**src/rtl/pcm_out_pkg.sv**
```systemverilog
// pcm_out_pkg: shared widths, frame geometry and the ingest saturator for pcm_i2s_tx.
// Exports IN_W/OUT_W/FRAME_BITS, the LRCK-high bit window and sat16().
package pcm_out_pkg;
   localparam int IN_W       = 21;
   localparam int OUT_W      = 16;
   localparam int FRAME_BITS = 32;
   localparam int BIT_W      = $clog2(FRAME_BITS);
   localparam logic [BIT_W-1:0] LRCK_LO = 5'd15;
   localparam logic [BIT_W-1:0] LRCK_HI = 5'd30;

   function automatic logic signed [OUT_W-1:0] sat16(input logic signed [IN_W-1:0] s, input int shift);
      logic signed [IN_W-1:0] x;
      x = s >>> shift;
      return (x > 21'sd32767) ? 16'sh7FFF : (x < -21'sd32768) ? 16'sh8000 : x[OUT_W-1:0];
   endfunction
endpackage

```
**src/rtl/pcm_i2s_tx_if.sv**
```systemverilog
// pcm_i2s_tx_if: sample input, control and I2S/status bundle for pcm_i2s_tx.
// master = voice engine / controller side, slave = the transmitter.
// SAMP_IN/SAMP_VALID sample strobe, MUTE, CLR_FLAGS; I2S_BCLK/LRCK/DATA, FIFO_LEVEL, OVERFLOW, UNDERFLOW.
interface pcm_i2s_tx_if
   import pcm_out_pkg::*;
#(
   parameter int FIFO_DEPTH = 4
);
   logic signed [IN_W-1:0]         SAMP_IN;
   logic                           SAMP_VALID;
   logic                           MUTE;
   logic                           CLR_FLAGS;
   logic                           I2S_BCLK;
   logic                           I2S_LRCK;
   logic                           I2S_DATA;
   logic [$clog2(FIFO_DEPTH):0]    FIFO_LEVEL;
   logic                           OVERFLOW;
   logic                           UNDERFLOW;

   modport master (
      output SAMP_IN, SAMP_VALID, MUTE, CLR_FLAGS,
      input  I2S_BCLK, I2S_LRCK, I2S_DATA, FIFO_LEVEL, OVERFLOW, UNDERFLOW
   );
   modport slave (
      input  SAMP_IN, SAMP_VALID, MUTE, CLR_FLAGS,
      output I2S_BCLK, I2S_LRCK, I2S_DATA, FIFO_LEVEL, OVERFLOW, UNDERFLOW
   );
endinterface

```
**src/rtl/pcm_fifo.sv**
```systemverilog
// pcm_fifo: synchronous first-word-fall-through FIFO of 16-bit samples.
// Ports: CLK, RESET_N (async, active-low), push/wdata, pop/rdata, full, empty, level (registered occupancy).
module pcm_fifo #(
   parameter int DEPTH = 4
) (
   input  logic                     CLK,
   input  logic                     RESET_N,
   input  logic                     push,
   input  logic                     pop,
   input  logic [15:0]              wdata,
   output logic [15:0]              rdata,
   output logic                     full,
   output logic                     empty,
   output logic [$clog2(DEPTH):0]   level
);
   localparam int AW = $clog2(DEPTH);
   logic [15:0]   mem [DEPTH];
   logic [AW-1:0] wr_ptr, rd_ptr;
   always_comb begin
      rdata = mem[rd_ptr];
      full  = level == (AW+1)'(DEPTH);
      empty = level == '0;
   end
   always_ff @(posedge CLK or negedge RESET_N)
      if (!RESET_N) begin
         wr_ptr <= '0;
         rd_ptr <= '0;
         level  <= '0;
      end else begin
         if (push) wr_ptr <= wr_ptr + AW'(1);
         if (pop) rd_ptr <= rd_ptr + AW'(1);
         if (push != pop) level <= push ? level + (AW+1)'(1) : level - (AW+1)'(1);
      end
   always_ff @(posedge CLK)
      if (push) mem[wr_ptr] <= wdata;
endmodule

```
**src/rtl/pcm_i2s_tx.sv**
```systemverilog
// pcm_i2s_tx: scales/saturates mono samples into a FIFO and serialises them as stereo I2S.
// Ports: CLK, RESET_N (async, active-low), bus (pcm_i2s_tx_if.slave: sample strobe, MUTE,
// CLR_FLAGS in; BCLK/LRCK/DATA, FIFO_LEVEL, sticky OVERFLOW/UNDERFLOW out).
module pcm_i2s_tx
   import pcm_out_pkg::*;
#(
   parameter int BCLK_DIV   = 4,
   parameter int FIFO_DEPTH = 4,
   parameter int SHIFT      = 4
) (
   input logic          CLK,
   input logic          RESET_N,
   pcm_i2s_tx_if.slave  bus
);
   localparam int DW = BCLK_DIV > 1 ? $clog2(BCLK_DIV) : 1;
   localparam int LW = $clog2(FIFO_DEPTH) + 1;
   logic [DW-1:0]    div_cnt;
   logic [BIT_W-1:0] bit_idx, b;
   logic [OUT_W-1:0] cur, cur_nxt, shreg, w, fifo_q;
   logic [LW-1:0]    level;
   logic bclk, lrck, data, primed, ovf, udf;
   logic tick, fall, frame_start, push, pop, full, empty;

   pcm_fifo #(.DEPTH(FIFO_DEPTH)) fifo (
      .CLK(CLK), .RESET_N(RESET_N), .push(push), .pop(pop),
      .wdata(sat16(bus.SAMP_IN, SHIFT)), .rdata(fifo_q),
      .full(full), .empty(empty), .level(level)
   );

   // A pop frees a slot on the same edge, so a write to a full FIFO is kept when it coincides with a pop.
   always_comb begin
      tick        = div_cnt == '0;
      fall        = tick && bclk;
      b           = bit_idx + BIT_W'(1);
      frame_start = fall && b == '0;
      pop         = frame_start && !empty;
      push        = bus.SAMP_VALID && (!full || pop);
      cur_nxt     = frame_start ? (!empty ? fifo_q : primed ? cur : '0) : cur;
      w           = bus.MUTE ? '0 : cur_nxt;
   end

   always_ff @(posedge CLK or negedge RESET_N)
      if (!RESET_N) begin
         div_cnt <= DW'(BCLK_DIV - 1);
         bit_idx <= '1;
         bclk    <= 1'b0;
         lrck    <= 1'b0;
         data    <= 1'b0;
         cur     <= '0;
         shreg   <= '0;
         primed  <= 1'b0;
         ovf     <= 1'b0;
         udf     <= 1'b0;
      end else begin
         div_cnt <= tick ? DW'(BCLK_DIV - 1) : div_cnt - DW'(1);
         if (tick) bclk <= !bclk;
         if (fall) begin
            bit_idx <= b;
            cur     <= cur_nxt;
            lrck    <= b >= LRCK_LO && b <= LRCK_HI;
            // Each slot restarts from the held word so left and right carry the same sample.
            shreg   <= (b == '0 || b == 5'd16) ? w : shreg << 1;
            data    <= (b == '0 || b == 5'd16) ? w[OUT_W-1] : shreg[OUT_W-2];
         end
         if (push) primed <= 1'b1;
         ovf <= (bus.SAMP_VALID && full && !pop) || (ovf && !bus.CLR_FLAGS);
         udf <= (frame_start && empty && primed) || (udf && !bus.CLR_FLAGS);
      end

   always_comb begin
      bus.I2S_BCLK   = bclk;
      bus.I2S_LRCK   = lrck;
      bus.I2S_DATA   = data;
      bus.FIFO_LEVEL = level;
      bus.OVERFLOW   = ovf;
      bus.UNDERFLOW  = udf;
   end
endmodule

```
**src/flat_wrapper.sv**
```systemverilog
// flat-port wrapper written by rule: the top's interface ports become plain ports
module pcm_i2s_tx_flat import pcm_out_pkg::*;
#(
   parameter int BCLK_DIV   = 4,
   parameter int FIFO_DEPTH = 4,
   parameter int SHIFT      = 4
)
  (CLK, RESET_N, bus_SAMP_IN, bus_SAMP_VALID, bus_MUTE, bus_CLR_FLAGS, bus_I2S_BCLK, bus_I2S_LRCK, bus_I2S_DATA, bus_FIFO_LEVEL, bus_OVERFLOW, bus_UNDERFLOW);
  pcm_i2s_tx_if #(.FIFO_DEPTH(FIFO_DEPTH)) bus_i ();
  input logic CLK;
  input logic RESET_N;
  input wire logic [$bits(bus_i.SAMP_IN)-1:0] bus_SAMP_IN;
  input wire logic [$bits(bus_i.SAMP_VALID)-1:0] bus_SAMP_VALID;
  input wire logic [$bits(bus_i.MUTE)-1:0] bus_MUTE;
  input wire logic [$bits(bus_i.CLR_FLAGS)-1:0] bus_CLR_FLAGS;
  output wire logic [$bits(bus_i.I2S_BCLK)-1:0] bus_I2S_BCLK;
  output wire logic [$bits(bus_i.I2S_LRCK)-1:0] bus_I2S_LRCK;
  output wire logic [$bits(bus_i.I2S_DATA)-1:0] bus_I2S_DATA;
  output wire logic [$bits(bus_i.FIFO_LEVEL)-1:0] bus_FIFO_LEVEL;
  output wire logic [$bits(bus_i.OVERFLOW)-1:0] bus_OVERFLOW;
  output wire logic [$bits(bus_i.UNDERFLOW)-1:0] bus_UNDERFLOW;
  assign bus_i.SAMP_IN = bus_SAMP_IN;
  assign bus_i.SAMP_VALID = bus_SAMP_VALID;
  assign bus_i.MUTE = bus_MUTE;
  assign bus_i.CLR_FLAGS = bus_CLR_FLAGS;
  assign bus_I2S_BCLK = bus_i.I2S_BCLK;
  assign bus_I2S_LRCK = bus_i.I2S_LRCK;
  assign bus_I2S_DATA = bus_i.I2S_DATA;
  assign bus_FIFO_LEVEL = bus_i.FIFO_LEVEL;
  assign bus_OVERFLOW = bus_i.OVERFLOW;
  assign bus_UNDERFLOW = bus_i.UNDERFLOW;
  pcm_i2s_tx #(.BCLK_DIV(BCLK_DIV), .FIFO_DEPTH(FIFO_DEPTH), .SHIFT(SHIFT)) u_core (.CLK(CLK), .RESET_N(RESET_N), .bus(bus_i));
endmodule
```
**config.mk**
```make
export PLATFORM = sky130hd
export DESIGN_NAME = pcm_i2s_tx_flat
export DESIGN_NICKNAME = d
export VERILOG_FILES = /design/src/rtl/pcm_out_pkg.sv /design/src/rtl/pcm_i2s_tx_if.sv /design/src/rtl/pcm_fifo.sv /design/src/rtl/pcm_i2s_tx.sv /design/src/flat_wrapper.sv
export SDC_FILE = /design/constraint.sdc
export NUM_CORES = 1
export LEC_CHECK = 0
export BUFFER_PORTS_ARGS = -buffer_cell sky130_fd_sc_hd__buf_2
export CAP_MARGIN = 20
export CELL_PAD_IN_SITES_DETAIL_PLACEMENT = 0
export CELL_PAD_IN_SITES_GLOBAL_PLACEMENT = 2
export CORE_MARGIN = 5
export CORE_UTILIZATION = 43
export DETAILED_ROUTE_END_ITERATION = 7
export GPL_TIMING_DRIVEN = 0
export MAX_ROUTING_LAYER = met4
export PLACE_DENSITY = 0.78
export SLEW_MARGIN = 20
export SYNTH_ARGS = -nofsm -noshare
export SYNTH_HDL_FRONTEND = slang
export SYNTH_SLANG_ARGS = --single-unit
export TNS_END_PERCENT = 1
```
**constraint.sdc**
```tcl
create_clock -name CLK -period 3.19 [get_ports CLK]
set_input_delay 0.4785 -clock CLK [delete_from_list [all_inputs] [get_ports CLK]]
set_output_delay 0.4785 -clock CLK [all_outputs]
set_load 0.02 [all_outputs]
```
# Word-level counts from Yosys, hierarchy flattened
# Memories as Yosys holds them, arrays and structs flattened.
# Index checks and enable logic that the tools add are counted.
dict set report op_classes {
  add_sub_neg 6
  order_cmp 4
  eq_ne 3
  n_mux 12
  n_reduce_logical 23
}
# op n
set op_table {}
lappend op_table {{$mux 16} 6}
lappend op_table {{$gt 17x16->1 const B} 1}
lappend op_table {{$lt 17x16->1 const B} 1}
lappend op_table {{$mux 15} 1}
lappend op_table {{$logic_and 1x1->1} 11}
lappend op_table {{$add 5x1->5 const B} 1}
lappend op_table {{$eq 5x5->1 const B} 1}
lappend op_table {{$ge 5x4->1 const B} 1}
lappend op_table {{$le 5x5->1 const B} 1}
lappend op_table {{$logic_not 1->1} 5}
lappend op_table {{$logic_not 5->1} 1}
lappend op_table {{$add 2x1->2 const B} 2}
lappend op_table {{$logic_or 1x1->1} 4}
lappend op_table {{$add 3x1->3 const B} 1}
lappend op_table {{$eq 3x3->1 const B} 1}
lappend op_table {{$logic_not 3->1} 1}
lappend op_table {{$mux 1} 3}
lappend op_table {{$mux 3} 1}
lappend op_table {{$sub 3x1->3 const B} 1}
lappend op_table {{$logic_not 2->1} 1}
lappend op_table {{$mux 2} 1}
lappend op_table {{$sub 2x1->2 const B} 1}
lappend op_table {{$ne 1x1->1} 1}
dict set report word_totals {
  regBits 51
  ram_bits 64
  elab_cells 62
  n_memories 1
}
# name depth word_bits read_ports rd_clocked_by_memory_dff write_ports line_no
set mem_list {}
lappend mem_list {u_core.fifo.mem 4 16 1 0 1 pcm_fifo.sv:17} ;# logic [15:0] mem [DEPTH];

# Logic depth before layout (Yosys ltp)
# Gate-level depths: netlist (run 1).
dict set report depth {
  ltp_word 8
  ltp_mapped 12
}

# Cells and area by module
# From an unflattened synthesis (run 1), not the netlist that was laid out.
dict set report unflattened {
  cells_unflattened 367
  area_unflattened_um2 5163.7
}
# module n_inst cells_each area_each_um2 seq_area_each_um2
set by_module_without_submodules {}
lappend by_module_without_submodules {pcm_fifo 1 119 2747.6 2097.0}
lappend by_module_without_submodules {pcm_i2s_tx 1 248 2416.1 1109.8}

# Worst setup path before layout (run 1)
# Ideal clock, no wire load.
dict set report synth_path {
  path_type {register to register}
  start {reg u_core.bit_idx[0]}
  end {reg u_core.fifo.level[1]}
  arrival_ns 2.672
  path_slack_ns 0.392
  stages_incl_launch_ff 11
  path_buffers 0
  cell_sequence {dfstp_2 > ha_1 > nand3_1 > xor2_1 > nand3_2 > a31oi_4 > xnor2_1 > ha_1 > o21ai_0 > a211oi_1 > o32a_1}
}
dict set report synth_between {
  elab_chain_cells 7
  word_cells_on_any_way 8
  classes_between {1 x add/sub; 1 x eq/ne; 1 x mux; 5 x reduce/logical}
}
# element line_no
set synth_rtl {}
lappend synth_rtl {{from (decl)} pcm_i2s_tx.sv:18} ;# logic [BIT_W-1:0] bit_idx, b;
lappend synth_rtl {{from (signal assigned)} pcm_i2s_tx.sv:45} ;# bit_idx <= '1;
lappend synth_rtl {{from (signal assigned)} pcm_i2s_tx.sv:58} ;# bit_idx <= b;
lappend synth_rtl {{$add 5x1->5 *} pcm_i2s_tx.sv:34} ;# b = bit_idx + BIT_W'(1);
lappend synth_rtl {{$logic_not 5->1 *} pcm_i2s_tx.sv:35} ;# frame_start = fall && b == '0;
lappend synth_rtl {{$logic_and 1x1->1 *} pcm_i2s_tx.sv:35}
lappend synth_rtl {{$logic_and 1x1->1 *} pcm_i2s_tx.sv:36} ;# pop = frame_start && !empty;
lappend synth_rtl {{$logic_or 1x1->1} pcm_i2s_tx.sv:37} ;# push = bus.SAMP_VALID && (!full || pop);
lappend synth_rtl {{$logic_and 1x1->1} pcm_i2s_tx.sv:37}
lappend synth_rtl {{$mux 3 / $ne 1x1->1 (equally long branches)} pcm_fifo.sv:32} ;# if (push != pop) level <= push ? level + (AW+1)'(1) : level - (AW+1)'(1);
lappend synth_rtl {{to (signal assigned)} pcm_fifo.sv:32}
lappend synth_rtl {{to (decl)} pcm_fifo.sv:14} ;# output logic [$clog2(DEPTH):0] level
# Every way passes the cells marked *; elsewhere a longest branch is shown, timed or not.
# A chain may end at the register's enable or synchronous reset.

# Worst setup path after layout (run 1)
dict set report layout_path {
  start {reg u_core.bit_idx[0]}
  end {reg u_core.fifo.level[2]}
}
# Same word-level chain as after synthesis.

==> results.tsv, run 1 <==
metric	value	unit
post-route-util	0.522	
yosysWarningCount	0	
cp-end-kind	register	
design_area	0.00596	mm2
dpl_cell_area	0.00533	mm2
num_rows	39	
p_per_area	717	mW/mm2
cp_cell_sequence	ha_2, and3_1, a31o_1, buf_4, nand3_4, a31oi_4, xnor2_1, ha_1, nor4b_1, nand4_1, a21o_1, o31ai_1	
power	4280	uW
avgSynthCellArea	13.7	um2
place_ws	-0.147	ns
cts_buffer_depth	2	
netlist_instances	365	
r2r-start	u_core.bit_idx[0]	
root_buffer	clkbuf_16	
ys_seq_area_frac	0.640	
die_h	118	um
gp_congestion	0.752	
maxCapViolCount	0	
postCtsHoldBufs	0	
dp_hpwl	6240	um
slowest_stage	dfstp_2	
dieArea	0.0139	mm2
drt_wl_total	9410	um
syn-cell-area	0.00501	mm2
reg2reg_slack	0.34	ns
syn-num-nets	401	
cts_tree	done	
holdCritPathClass	in2async	
drtIter0Drc	124	
hold_viol_final	0	
fp.coreArea	0.0114	mm2
max_freq	351	MHz
n_antenna_cell	0	
dr_total_vias	2947	
leakage	0.00232	uW
start_util	0.439	
cts_made_buffers	17	
synthFlopType	edfxtp_1	
period_share	0.894	
ir_drop	0.553	mV
layout_commonest_cell	edfxtp_1	
async_reset_ff_frac	0.443	
slew_violations	0	
cts_sinks	115	
antenna_found_initial	0	
synth_top_area_share	0.384	
max_slew_margin	0.495	
htreeDepth	4	
synth_area_leaders	edfxtp_1 (38%), dfrtp_1 (22%), mux4_2 (7.2%)	
nets	450	
grt_max_degree	52	
grt_pass1_wl	15600	um
clkSlewWorstSetupHoldPaths	0.05	ns
worstPathRequired	3.50	ns
synth-seq-cells	115	
final_cell_mix	edfxtp_1 (64), dfrtp_1 (44), nor2_1 (40), nand2_1 (36), buf_2 (33)	
drc	0	
grt_pass1_vias	3004	
rsz0062_at_grt	false	
vias_per_cell	5.17	
drtPass1Iterations	4	
layout-drive-gt1-share	0.274	
synth_cell_types	51	
reg2reg_depth	12	
status	finished clean	
buffer_ports.inserted	29	
worst_slew_pin_slew	0.752	ns
period_needed	2.85	ns
reg2reg_to	u_core.fifo.level[2]	
finalSetupViolCount	0	
final.setup_skew	0.00780	ns
crit_fanout	9	
max_stage_delay	0.60	ns
ant_nets	0	
fin_ws	0.339	ns
path_class	reg2reg	
ios	34	
synth_top_area_cell	edfxtp_1	
clock_latency	0.41	ns
grt_overflow	0	
areaGrowthSynthToFinish	19.0	%
synth_edf_count	64	
cp-start-kind	register	
cp.arrival	3.16	ns
wl_per_cell	16.5	um
die_w	118	um
grtUsageTotal	0.149	
registers in the layout, indices dropped and copies added, names as in the netlist:
register              count
u_core.bit_idx            5
u_core.bus.I2S_BCLK       1
u_core.bus.I2S_DATA       1
u_core.bus.I2S_LRCK       1
u_core.bus.OVERFLOW       1
u_core.bus.UNDERFLOW      1
u_core.cur               16
u_core.div_cnt            2
u_core.fifo.level         3
u_core.fifo.mem          64
u_core.fifo.rd_ptr        2
u_core.fifo.wr_ptr        2
u_core.primed             1
u_core.shreg             15
repair_timing:
item | in CTS | in global routing
setup endpoints to repair | 66 | 2
setup buffers | 0 | 1
pin swaps | 1 | 1
resized for setup | 5 | 3
metrics by stage:
| step | std cells | hold WS [ns] | setup TNS (ns) |
|---|---|---|---|
| 3_5_place_dp | 537 | 0.447 | -8.23 |
| 2_1_floorplan | 365 | 0.183 | 0 |
| 4_1_cts | 569 | 0.130 | -0.0218 |
| 3_3_place_gp | 537 | 0.440 | -6.99 |
| 6_report | 570 | 0.105 | 0 |
| 5_1_grt | 570 | 0.155 | 0 |
layer usage:
metal | track usage | vias up | wire length [um]
li1 | - | 1450 | -
met3 | 0.0418 | 10 | 289
met4 | 0.0688 | 0 | 151
met1 | 0.199 | 1447 | 4600
met2 | 0.213 | 40 | 4370
met5 | - | - | 0
cell usage after synthesis, drive strengths merged (4+ instances only):
cell type	instances
edfxtp	64
dfrtp	44
nor2	40
nand2	36
o21ai	18
a31o	16
mux4	16
a22o	15
clkbuf	13
inv	12
ha	10
buf	9
xnor2	8
dfstp	7
nand3	7
and2	6
xor2	5
a31oi	4
worst max-delay path by stage:
stage                            startpoint  slack, ns  depth (start not counted)                      to
after floorplan           u_core.bit_idx[0]       0.39                         10    u_core.fifo.level[1]
after global placement    u_core.bit_idx[0]      -0.12                          6  u_core.fifo.mem[1][12]
after detailed placement  u_core.bit_idx[1]      -0.15                          6  u_core.fifo.mem[2][12]
after CTS                 u_core.bit_idx[0]      -0.02                         11    u_core.fifo.level[2]
after global routing      u_core.bit_idx[1]       0.08                         12    u_core.fifo.level[2]
final                     u_core.bit_idx[0]       0.34                         12    u_core.fifo.level[2]
kinds of logic after synthesis:
group / after synthesis / share of synthesized area
DFF: 115 / 0.640
and+or+nand+nor: 109 / 0.105
AOI/OAI and AO/OA: 66 / 0.101
buffers and inverters: 34 / 0.0297
muxes: 17 / 0.0742
xor gates and xnor gates: 13 / 0.0227
adders and majority gates: 11 / 0.0270
final cells by class:
| type | instances | area, um2 |
|---|---|---|
| fillers | 1010 | 5460 |
| flip-flops and latches | 115 | 3210 |
| multi-input cells | 216 | 1680 |
| clock buffers | 18 | 429 |
| well taps | 143 | 179 |
| clock inverters | 14 | 163 |
| repair buffers | 30 | 155 |
| plain buffers | 22 | 104 |
| inverters | 12 | 45.0 |
power by group:
group	internal, uW	switching, uW	leakage [uW]
combinational	199	336	0.000791
clock	1220	661	0.000282
sequential	1800	61.7	0.00125
critical path, delay by kind of cell (launching register included):
family	cells	cell delay, ns
AOI/OAI and AO/OA	4	0.63
xor gates and xnor gates	1	0.09
adders and majority gates	2	0.51
buffers and inverters	1	0.17
DFF	1	0.60
and+or+nand+nor	4	0.74
No activity file was read; power rests on OpenSTA's default activity.
==> inputs of run 2 (changes only) <==
- ABC_AREA: not set -> 1
- CORE_UTILIZATION: 43 -> 42
- PLACE_DENSITY: 0.78 -> 0.83
- clock period: 3.19 -> 3.4 ns (I/O delays scaled with it)
==> results.tsv, run 2 <==
metric	value	unit
pwr-share-clk	0.402	
htreeDepth	4	
max_slew_margin	0.546	
setup_tns	0	ns
nets	617	
post-route-util	0.500	
power.internal	2890	uW
fp.coreArea	0.0125	mm2
syn-num-nets	565	
p_per_area	648	mW/mm2
top_regs	u_core.fifo.mem: 64 flops, u_core.cur: 16 flops, u_core.shreg: 15 flops	
start_util	0.423	
die_w	122	um
wl_per_cell	15.6	um
synth_top_area_share	0.365	
ant_nets	0	
r2r-start	u_core.bit_idx[0]	
route.top_layer_used	met4	
dr_total_vias	3794	
vias_per_cell	4.95	
grtUsageTotal	0.180	
leakage	0.00261	uW
status	finished clean	
power_frac_comb	0.163	
avgSynthCellArea	9.96	um2
clkSlewWorstSetupHoldPaths	0.05	ns
wl_met3	369	um
syn-cell-area	0.00527	mm2
buffer_ports.inserted	29	
synth_area_leaders	edfxtp_1 (36%), dfrtp_1 (21%), nand2_1 (8.5%)	
grt_pass1_wl	19500	um
drtPass1Iterations	4	
cp-end-kind	register	
grt_overflow	0	
switching_share	0.284	
grt_max_degree	52	
crit_end	u_core.fifo.mem[2][2]	
largest_reg_flops	64	
synthAdderAreaFrac	0.0237	
post_cts_resized	0	
period_needed	2.66	ns
design_area	0.00624	mm2
dpl_cell_area	0.00569	mm2
ir_drop	0.371	mV
rsz0062_at_grt	false	
synth_compound_area_frac	0.126	
synth_edf_count	64	
synth_cell_types	33	
grt_pass1_vias	3792	
layout-drive-gt1-share	0.153	
areaGrowthSynthToFinish	18.3	%
synth-seq-cells	115	
period_share	0.781	
dp_hpwl	8220	um
cts_sinks	115	
gp_congestion	0.815	
hold_viol_final	0	
num_rows	41	
cts_buffer_depth	2	
layout_commonest_cell	nand2_1	
synth_common_cells	nand2_1 (119), edfxtp_1 (64), nand3_1 (51)	
synth_simple_gate_area_share	0.179	
drtIter0Drc	219	
cts_tree	done	
dieArea	0.0149	mm2
worstPathRequired	3.52	ns
final.setup_skew	0.0117	ns
wl_met2	5820	um
largest_register	u_core.fifo.mem	
worst_slew_pin_slew	0.682	ns
synth_top_family_by_area	simple AND/OR/NAND/NOR gates	
root_buffer	clkbuf_16	
finalSetupViolCount	0	
post_cts_buffers	0	
p_sw	1150	uW
yosysWarningCount	0	
postCtsHoldBufs	0	
synth_top_area_cell	edfxtp_1	
seqPwrFrac	0.435	
async_reset_ff_frac	0.443	
power	4040	uW
slew_violations	0	
final_cell_mix	nand2_1 (119), edfxtp_1 (64), nand3_1 (51), dfrtp_1 (44), inv_1 (42)	
ios	34	
synthFlopType	edfxtp_1	
cp-start-kind	register	
crit_fanout	10	
drt_wl_total	11900	um
cp.arrival	2.78	ns
antenna_found_initial	0	
netlist_instances	529	
drc	0	
synth-xor-area-share	0.00831	
yosysMostFrequentCell	nand2_1	
clock_latency	0.42	ns
n_antenna_cell	0	
die_h	122	um
max_freq	376	MHz
path_class	reg2reg	
maxCapViolCount	0	
reg2reg_to	u_core.fifo.mem[2][2]	
synth.mux.area_fraction	0	
reg2reg_slack	0.74	ns
holdCritPathClass	in2async	
reg2reg_depth	11	
ys_seq_area_frac	0.608	
met1_length	5560	um
crit_start	u_core.bit_idx[0]	
cts_made_buffers	17	
==> run 2: cell types whose count changed after synthesis, moves of 8 or more <==
cell,previous run,this run
a31o_2,10,0
xnor2_1,8,0
o211ai_1,0,15
nor2_1,40,31
a21oi_1,1,36
inv_1,12,42
o31ai_1,1,14
nand3_1,6,51
clkbuf_1,13,23
nand2_1,36,119
mux4_2,16,0
o21a_1,0,14
a22o_1,15,0
==> run 2: stage by stage <==
step | instances | hold WS, ns | setup WS [ns]
after floorplan | 529 | 0.214 | 0.814
after global placement | 730 | 0.460 | 0.123
after detailed placement | 734 | 0.461 | 0.683
after CTS | 766 | 0.152 | 0.666
after global routing | 766 | 0.186 | 0.543
final | 766 | 0.141 | 0.743
==> run 2: worst min-delay path by stage <==
stage	start	end	cells after the start
after detailed placement	u_core.bus.I2S_LRCK	u_core.bus.I2S_LRCK	2
after floorplan	RESET_N	u_core.bus.I2S_BCLK	0
after global placement	u_core.bus.I2S_LRCK	u_core.bus.I2S_LRCK	2
final	RESET_N	u_core.cur[7]	1
after CTS	RESET_N	u_core.cur[7]	1
after global routing	RESET_N	u_core.shreg[12]	1
==> run 2: power groups by stage <==
stage	Combinational, uW	Clock [uW]	Sequential [uW]
floorplan	398	0	1790
CTS	671	1660	1760
global route	746	1720	1770
detailed placement	667	0	1780
finish	660	1620	1760
global placement	610	0	1780
==> run 2: per-layer routing <==
metal | GRT usage | up-vias
li1 | - | 1920
met1 | 0.223 | 1799
met3 | 0.0432 | 14
met4 | 0.0707 | 0
met5 | - | -
met2 | 0.285 | 61
==> run 2: logic make-up after synthesis <==
logic type,after synthesis
compound gates,108
xor+xnor,5
fa+ha+maj,10
buf+inv,74
flops,115
simple gates,217
==> run 2: cell type report <==
type	instances	area [um2]
flip-flops and latches	115	3210
clock inverters	12	111
fillers	1196	6230
repair buffers	33	193
inverters	46	173
plain buffers	28	118
multi-input cells	340	1780
clock buffers	20	437
well taps	172	215
==> run 2: critical path, stage by stage, from the launching register on <==
cell and delay (ns):
dfstp_2 0.60, ha_1 0.22, nand3_1 0.09, nand2_1 0.08, nand2_1 0.07, nor2_2 0.15
nand2_4 0.13, nand2_4 0.10, nand2_2 0.07, buf_6 0.15, nor2_2 0.46, buf_6 0.23
